**src/rtl/lbu_ptr_cmd_seq.sv**
```systemverilog
// Line/frame pointer-op sequencer: walks a width x height frame and emits one pointer op per beat.
// Optional serpentine (snake) ordering is compiled in when LBU_SNAKE_EN is defined.
module lbu_ptr_cmd_seq #(
    parameter int unsigned P_MODE       = 3,
    parameter int unsigned P_STRIDE     = 3,
    parameter int unsigned P_DIM        = 8,
    parameter int unsigned P_PTROPNONE  = 0,
    parameter int unsigned P_PTROPRST   = 1,
    parameter int unsigned P_PTROPINCR  = 2,
    parameter int unsigned P_PTROPDECR  = 3
) (
    input  logic                clk,
    input  logic                rst_n,
    input  logic                start,
    input  logic                abort,
    input  logic [P_DIM-1:0]    cfg_width,
    input  logic [P_DIM-1:0]    cfg_height,
    input  logic [P_STRIDE-1:0] cfg_stride,
`ifdef LBU_SNAKE_EN
    input  logic                cfg_snake,
`endif
    output logic                op_valid,
    input  logic                op_ready,
    output logic [P_MODE-1:0]   op_code,
    output logic [P_STRIDE-1:0] op_stride,
    output logic                op_eol,
    output logic                op_eof,
    output logic                busy,
    output logic                done
);

    typedef enum logic [1:0] {
        ST_IDLE,
        ST_ISSUE,
        ST_DONE
    } state_t;

    state_t              r_state;
    state_t              w_state_nxt;
    logic [P_DIM-1:0]    r_width;
    logic [P_DIM-1:0]    r_height;
    logic [P_DIM-1:0]    r_col;
    logic [P_DIM-1:0]    r_row;
    logic [P_STRIDE-1:0] r_stride;
    logic                w_snake;
    logic                w_empty;
    logic                w_last_col;
    logic                w_last_row;
    logic                w_xfer;
    logic                w_start;
    logic [P_MODE-1:0]   w_code;

`ifdef LBU_SNAKE_EN
    logic r_snake;

    always_ff @(posedge clk or negedge rst_n) begin
        if (!rst_n) begin
            r_snake <= 1'b0;
        end else if (w_start) begin
            r_snake <= cfg_snake;
        end
    end

    assign w_snake = r_snake;
`else
    assign w_snake = 1'b0;
`endif

    // Empty frames still pass through ISSUE for one cycle so busy/done behave uniformly.
    assign w_empty    = (r_width == '0) || (r_height == '0);
    assign w_last_col = (r_col == r_width - P_DIM'(1));
    assign w_last_row = (r_row == r_height - P_DIM'(1));
    assign w_start    = (r_state == ST_IDLE) && start && !abort;

    assign op_valid  = (r_state == ST_ISSUE) && !w_empty;
    assign w_xfer    = op_valid && op_ready;
    assign op_eol    = op_valid && w_last_col;
    assign op_eof    = op_eol && w_last_row;
    assign op_code   = op_valid ? w_code : '0;
    assign op_stride = op_valid ? r_stride : '0;
    assign busy      = (r_state != ST_IDLE);
    assign done      = (r_state == ST_DONE);

    always_comb begin
        w_code = P_MODE'(P_PTROPINCR);
        if (r_col == '0) begin
            w_code = (w_snake && (r_row != '0)) ? P_MODE'(P_PTROPNONE) : P_MODE'(P_PTROPRST);
        end else if (w_snake && r_row[0]) begin
            w_code = P_MODE'(P_PTROPDECR);
        end
    end

    always_comb begin
        w_state_nxt = r_state;
        unique case (r_state)
            ST_IDLE:  if (start) w_state_nxt = ST_ISSUE;
            ST_ISSUE: if (w_empty || (w_xfer && op_eof)) w_state_nxt = ST_DONE;
            ST_DONE:  w_state_nxt = ST_IDLE;
            default:  w_state_nxt = ST_IDLE;
        endcase
        // Abort overrides start, a pending transfer and the DONE handoff.
        if (abort) w_state_nxt = ST_IDLE;
    end

    always_ff @(posedge clk or negedge rst_n) begin
        if (!rst_n) begin
            r_state <= ST_IDLE;
        end else begin
            r_state <= w_state_nxt;
        end
    end

    always_ff @(posedge clk or negedge rst_n) begin
        if (!rst_n) begin
            r_width  <= '0;
            r_height <= '0;
            r_stride <= '0;
            r_col    <= '0;
            r_row    <= '0;
        end else if (w_start) begin
            r_width  <= cfg_width;
            r_height <= cfg_height;
            r_stride <= cfg_stride;
            r_col    <= '0;
            r_row    <= '0;
        end else if (w_xfer && !abort) begin
            if (w_last_col) begin
                r_col <= '0;
                // Row holds on the eof beat so it never runs past height-1.
                if (!w_last_row) r_row <= r_row + P_DIM'(1);
            end else begin
                r_col <= r_col + P_DIM'(1);
            end
        end
    end

endmodule
```
**config.mk**
```make
export PLATFORM = sky130hd
export DESIGN_NAME = lbu_ptr_cmd_seq
export DESIGN_NICKNAME = d
export VERILOG_FILES = /design/src/rtl/lbu_ptr_cmd_seq.sv
export SDC_FILE = /design/constraint.sdc
export NUM_CORES = 1
export LEC_CHECK = 0
export CAP_MARGIN = 20
export CORE_MARGIN = 2
export CORE_UTILIZATION = 50
export DETAILED_ROUTE_END_ITERATION = 8
export GPL_ROUTABILITY_DRIVEN = 0
export GPL_TIMING_DRIVEN = 0
export MAX_ROUTING_LAYER = met4
export PLACE_DENSITY = 0.75
export RECOVER_POWER = 25
export SETUP_SLACK_MARGIN = 0.05
export SLEW_MARGIN = 0
export SYNTH_ARGS = -nofsm -noshare
export SYNTH_HDL_FRONTEND = slang
export SYNTH_SLANG_ARGS = --single-unit
```
**constraint.sdc**
```tcl
create_clock -name clk -period 3 [get_ports clk]
set_input_delay 0.6 -clock clk [delete_from_list [all_inputs] [get_ports clk]]
set_output_delay 0.6 -clock clk [all_outputs]
set_load 0.05 [all_outputs]
```
# Word level (Yosys, flattened, before mapping)
# Cells that the tools add are included.
# totals
register_bits	37
word_cells	52
latchBits	0
romBits	0
inputBits	24
ramBits	0
mem_count	0
# op_classes
multipliers	0
shifts	0
bitwise	0
n_addsub	4
n_eq_ne	7
n_reduce_logical	21
n_mux	14
n_div	0
n_lt_le_gt_ge	0
# ops
operator	n
2-to-1 mux 8 bit	7
logical NOT 8 bit	3
adder 8 x 1 -> 8 bit, second input constant	2
== test 8 bit	2
subtractor 8 x 1 -> 8 bit, second input constant	2
logical AND 1 bit	8
2-to-1 mux 2 bit	4
2-to-1 mux 3 bit	2
nonzero test 2 bit	3
one-hot mux 2 bit (2 select lines)	1
inequality test 3 x 2 -> 1 bit, second input constant	1
inequality test 3 bit, second input constant	1
AND reduction 3 bit	1
== test 2 x 1 -> 1 bit, second input constant	1
== test 2 bit, second input constant	1
logical NOT 1 bit	2
logical NOT 2 bit	1
logical OR 1 bit	2
inequality test 2 x 1 -> 1 bit, second input constant	1
AND reduction 2 bit	1

# Longest topological paths before layout
# depth
word_depth	11
depth_mapped	10
depth_no_buf	10

# Worst setup path before layout
# Ideal clock, no wire load.
# synth_path
path_kind	reg-to-output
start	reg r_height[0]
end	out op_eof
path_buffers	0
slack_ns	-0.482
arrival_ns	2.882
path_stages_with_launch	9
required_ns	2.400
path_cell_list	dfrtp_1 -> inv_1 -> ha_1 -> nor3b_1 -> nand2b_1 -> o41ai_1 -> inv_1 -> and2_1 -> and2_1
# synth_via
elab_chain_cells	6
word_cells_on_any_way	8
cone_classes	add/sub: 1; eq/ne: 1; reduce/logical: 6
# synth_rtl
item	line	rtl
from (decl)	41	logic [P_DIM-1:0] r_height;
from (signal assigned)	122	r_height <= cfg_height;
logical NOT 8 bit	70	assign w_empty = (r_width == '0) || (r_height == '0);
logical OR 1 bit	70	
logical NOT 1 bit	75	assign op_valid = (r_state == ST_ISSUE) && !w_empty;
logical AND 1 bit	75	
named net op_valid	22	output logic op_valid,
logical AND 1 bit	77	assign op_eol = op_valid && w_last_col;
named net op_eol	26	output logic op_eol,
logical AND 1 bit	78	assign op_eof = op_eol && w_last_row;
to (decl)	27	output logic op_eof,
# The timed path passes the listed nets, and every way through them passes these cells.

# Worst setup path in the final report
# layout_path
start	reg r_height[2]
end	out op_eof
# layout_via
elab_chain_cells	6
word_cells_on_any_way	8
cone_classes	add/sub: 1; eq/ne: 1; reduce/logical: 6
# layout_rtl
item	line
branches (longest 5 deep; another with subtractor 8 x 1 -> 8 bit)	n/a
logical AND 1 bit *	78
# Mark *: on every way between the ends.

==> impl_results.md <==
- Outcome: finished, violations left
- Failing checks: capacitance limit, slew limit
- Count leader, synth: nand2_1
- Cell Pwr Density: roughly 660 nW/um2
- Comb power frac: 0.424
- Psw: just under 0.8 mW
- Share of flip-flops with an asynchronous set or reset: 1.00
- DR vias: 2,033
- Max FO, Critical Path: 4
- Height of the die: 71.4 um
- Yosys top cell by area: dfrtp_1
- Crit end category: output port
- Initial antenna violation count: 0
- Synth unique cells: 48
- Worst-Skew Late Latency: 0.29 ns
- Die Area: 5100 um2
- End of the worst register-to-register path: r_row[3]
- Inserted Clock Buffers: 5
- Initial DRC count: 120
- Root Buffer: clkbuf_8
- Drt pass-1 iters: 4
- Buf/Inv on CP: 1
- RSZ-0062 raised after global routing: yes
- Sequential power share: 0.372
- Min Clock Period, post-route: 2.96 ns
- Largest net degree at the start of global routing: 38
- Layout net count: between 300 and 400
- Uppermost layer routed: met4
- Initial Utilization: 0.522
- Worst EP arrival: ~2.4 ns
- Hold Vio Cnt, Final: 0
- Mapped Nets: 295
- # clock sinks: 37
- HPWL Detailed: 3780 um
- Post-synth EDFFs: 0
- Critical path's slowest cell: or4_4
- Die Wd: around 71 um
- Row count: 24
- CTS H-Tree Depth: 2
- Commonest cells in the netlist: nand2_1, dfrtp_1, o21ai_0, inv_1, nor2_1
- Sequential area share after synthesis: 0.408
- Final ANT Viol Nets: 0
- Final Cycle Share: 0.988
- Placed Cells incl. Taps: 350
- Met1 wire length: 2610 um
- # IOs: 35
- Clock skew: 0.00718 ns
- CTS max path bufs: 2
- First-pass GRT wire length: 9050 um
- Crit path kind: reg -> out
- Worst slew pin tran: 1.96 ns
- Clk slew on worst S/H paths: 0.07 ns
- Via/cell ratio: 5.59
- Slew Viols, Final: 38
- Synth Warn #: 0
- Hold path endpoint: r_stride[0]
- Slew headroom: -0.304
- Share of layout cells above drive strength 1: 0.157
- CP startpoint kind: register
- Reg2Reg Depth: 10
- Syn Area/Cell: about 8.6 um2
- Required time of the critical path: ~2.4 ns
- Proportion of netlist area held by the largest area contributor: 0.408
- Dominant synthesized flop cell: dfrtp_1
- Int Pwr: 1.15 mW
- Vias in the first global route: just under 2,000
- Synth Cell Area: 2270 um2
- P&R area growth vs syn: 28.0%
- Routed wire length: between 5000 and 6000 um
- GRT overflow: 0
- CTS tree: built
- Lkg Pwr: 1.33 nW
- Fmax: 0.337 GHz
- Ranking of synthesized cells by area: dfrtp_1, nand2_1, o21ai_0, ha_1, xnor2_1
- Yosys reg bits: 37
- Routed len/inst: 14.9 um
- Peak VDD IR: ~400 uV
- Clock share of power: 0.204
- Post-Synthesis Cells: 265
- Max incr delay on CP: 0.58 ns
- GRT Overall Usage: 0.231
- Met3 Routed Length: 236 um
- Min-delay src: r_stride[0]
- Met2 wire length: between 2000 and 3000 um
- Fillers: 369
- # DRC: 0
- Cell chain of the critical path: or4_4 > o21a_4 > nor4b_4 > nor3_4 > nor3_2 > and2_4 > buf_8
- Final worst slack: 0.0360 ns
- Hold depth: 2
- Cell family with most CP delay: simple AND/OR/NAND/NOR gates
- Max-Cap Viols: 1
- Pre-CTS setup slack: -0.512 ns
- Layout Cells excl Fill: 364
- Worst Hold Class: reg -> reg
- Final setup violation count: 0
- PortBufs: 33
- Core ar.: roughly 4400 um2
- Antenna diode count: 0
- Worst r2r src: r_width[0]
- CP startpoint: r_height[2]
- R2r setup slk: around 0.23 ns
- Sw Ratio: 0.401
- Hold_buf cts: 0
[per-stage QoR]
| stage | utilization | total power [mW] | area [um2] | setup TNS (ns) | hold slack, ns |
|---|---|---|---|---|---|
| floorplan | - | 1.22 | 2290 | 0 | 0.304 |
| global placement | 0.617 | 1.40 | 2690 | -1.96 | 0.460 |
| detailed placement | 0.616 | 1.42 | 2680 | -2.46 | 0.461 |
| CTS | 0.649 | 1.85 | 2820 | -0.0493 | 0.432 |
| global route | 0.668 | 2.03 | 2910 | -0.0419 | 0.505 |
| finish | 0.668 | 1.92 | 2910 | 0 | 0.480 |
[worst register-to-register path, stage by stage (launching register included)]
cell      delay, ns
dfrtp_1        0.42
inv_1          0.10
ha_1           0.22
a311oi_1       0.41
o41ai_4        0.18
buf_4          0.19
nor3b_2        0.34
o311ai_4       0.21
buf_6          0.18
or3_1          0.30
a21oi_1        0.14
[power by group through the flow]
stage               sequential (mW)  combinational (mW)  clock [mW]
finish                        0.713               0.813       0.390
CTS                           0.710               0.744       0.398
detailed placement            0.710               0.712           0
global route                  0.727               0.891       0.415
global placement              0.706               0.698           0
floorplan                     0.678               0.540           0
[cell usage in the layout, fill, tap and decap left out, drive strengths merged, types with 2 or more instances in the layout]
| cell | n |
|---|---|
| a21o | 3 |
| a21oi | 10 |
| and2 | 5 |
| and3 | 8 |
| buf | 16 |
| clkbuf | 15 |
| clkdlybuf4s50 | 24 |
| dfrtp | 37 |
| ha | 6 |
| inv | 12 |
| mux2i | 2 |
| nand2 | 58 |
| nand2b | 7 |
| nand3 | 7 |
| nand3b | 2 |
| nand4 | 2 |
| nor2 | 12 |
| nor2b | 2 |
| nor3 | 7 |
| nor3b | 5 |
| nor4 | 2 |
| nor4b | 5 |
| o211a | 2 |
| o21ai | 17 |
| o31ai | 2 |
| or2 | 2 |
| or3 | 8 |
| or4 | 2 |
| xnor2 | 8 |
| xor2 | 8 |
[how the worst max path moves through the flow]
stage	end	slack, ns	depth (start not counted)
floorplan	op_eof	0.15	6
global placement	op_eof	-0.44	9
detailed placement	op_eof	-0.51	9
CTS	op_eof	-0.05	9
global route	op_eof	-0.04	9
finish	op_eof	0.04	7
[cell type report]
cell class / instances / area, um2 / share of cell area
Clock buffer: 7 / 96.3 / 0.0331
Buffer: 10 / 51.3 / 0.0176
Inverter: 12 / 45.0 / 0.0155
Timing Repair Buffer: 39 / 348 / 0.120
Sequential cell: 37 / 927 / 0.319
Clock inverter: 1 / 5.00 / 0.00172
Tap cell: 52 / 65.1 / 0.0224
Multi-Input combinational cell: 206 / 1370 / 0.471
[what timing repair did]
action,CTS,global route
endpoints found under the setup margin,8,8
pin swaps,3,5
buffers inserted,2,4
resized for setup,50,11
[routing by layer]
layer	GRT usage	vias to the layer above
li1	-	1008
met1	0.312	968
met2	0.356	53
met3	0.0352	4
met4	0.0860	0
met5	-	-
[state kept, by name (all words and copies together) (netlist names)]
signal	count
r_col	8
r_height	8
r_row	8
r_state	2
r_stride	3
r_width	8
[cells by family (layout without fill, tap and decap cells)]
group,count (synthesis),after routing,share of synthesized area
simple gates,135,135,0.305
compound gates,46,46,0.140
flops,37,37,0.408
buf+inv,22,69,0.0424
xor+xnor,16,16,0.0617
fa+ha+maj,6,6,0.0331
mux,2,2,0.00882
other cells,1,1,0.00165
Note: power is estimated with default switching activity, not from simulation.
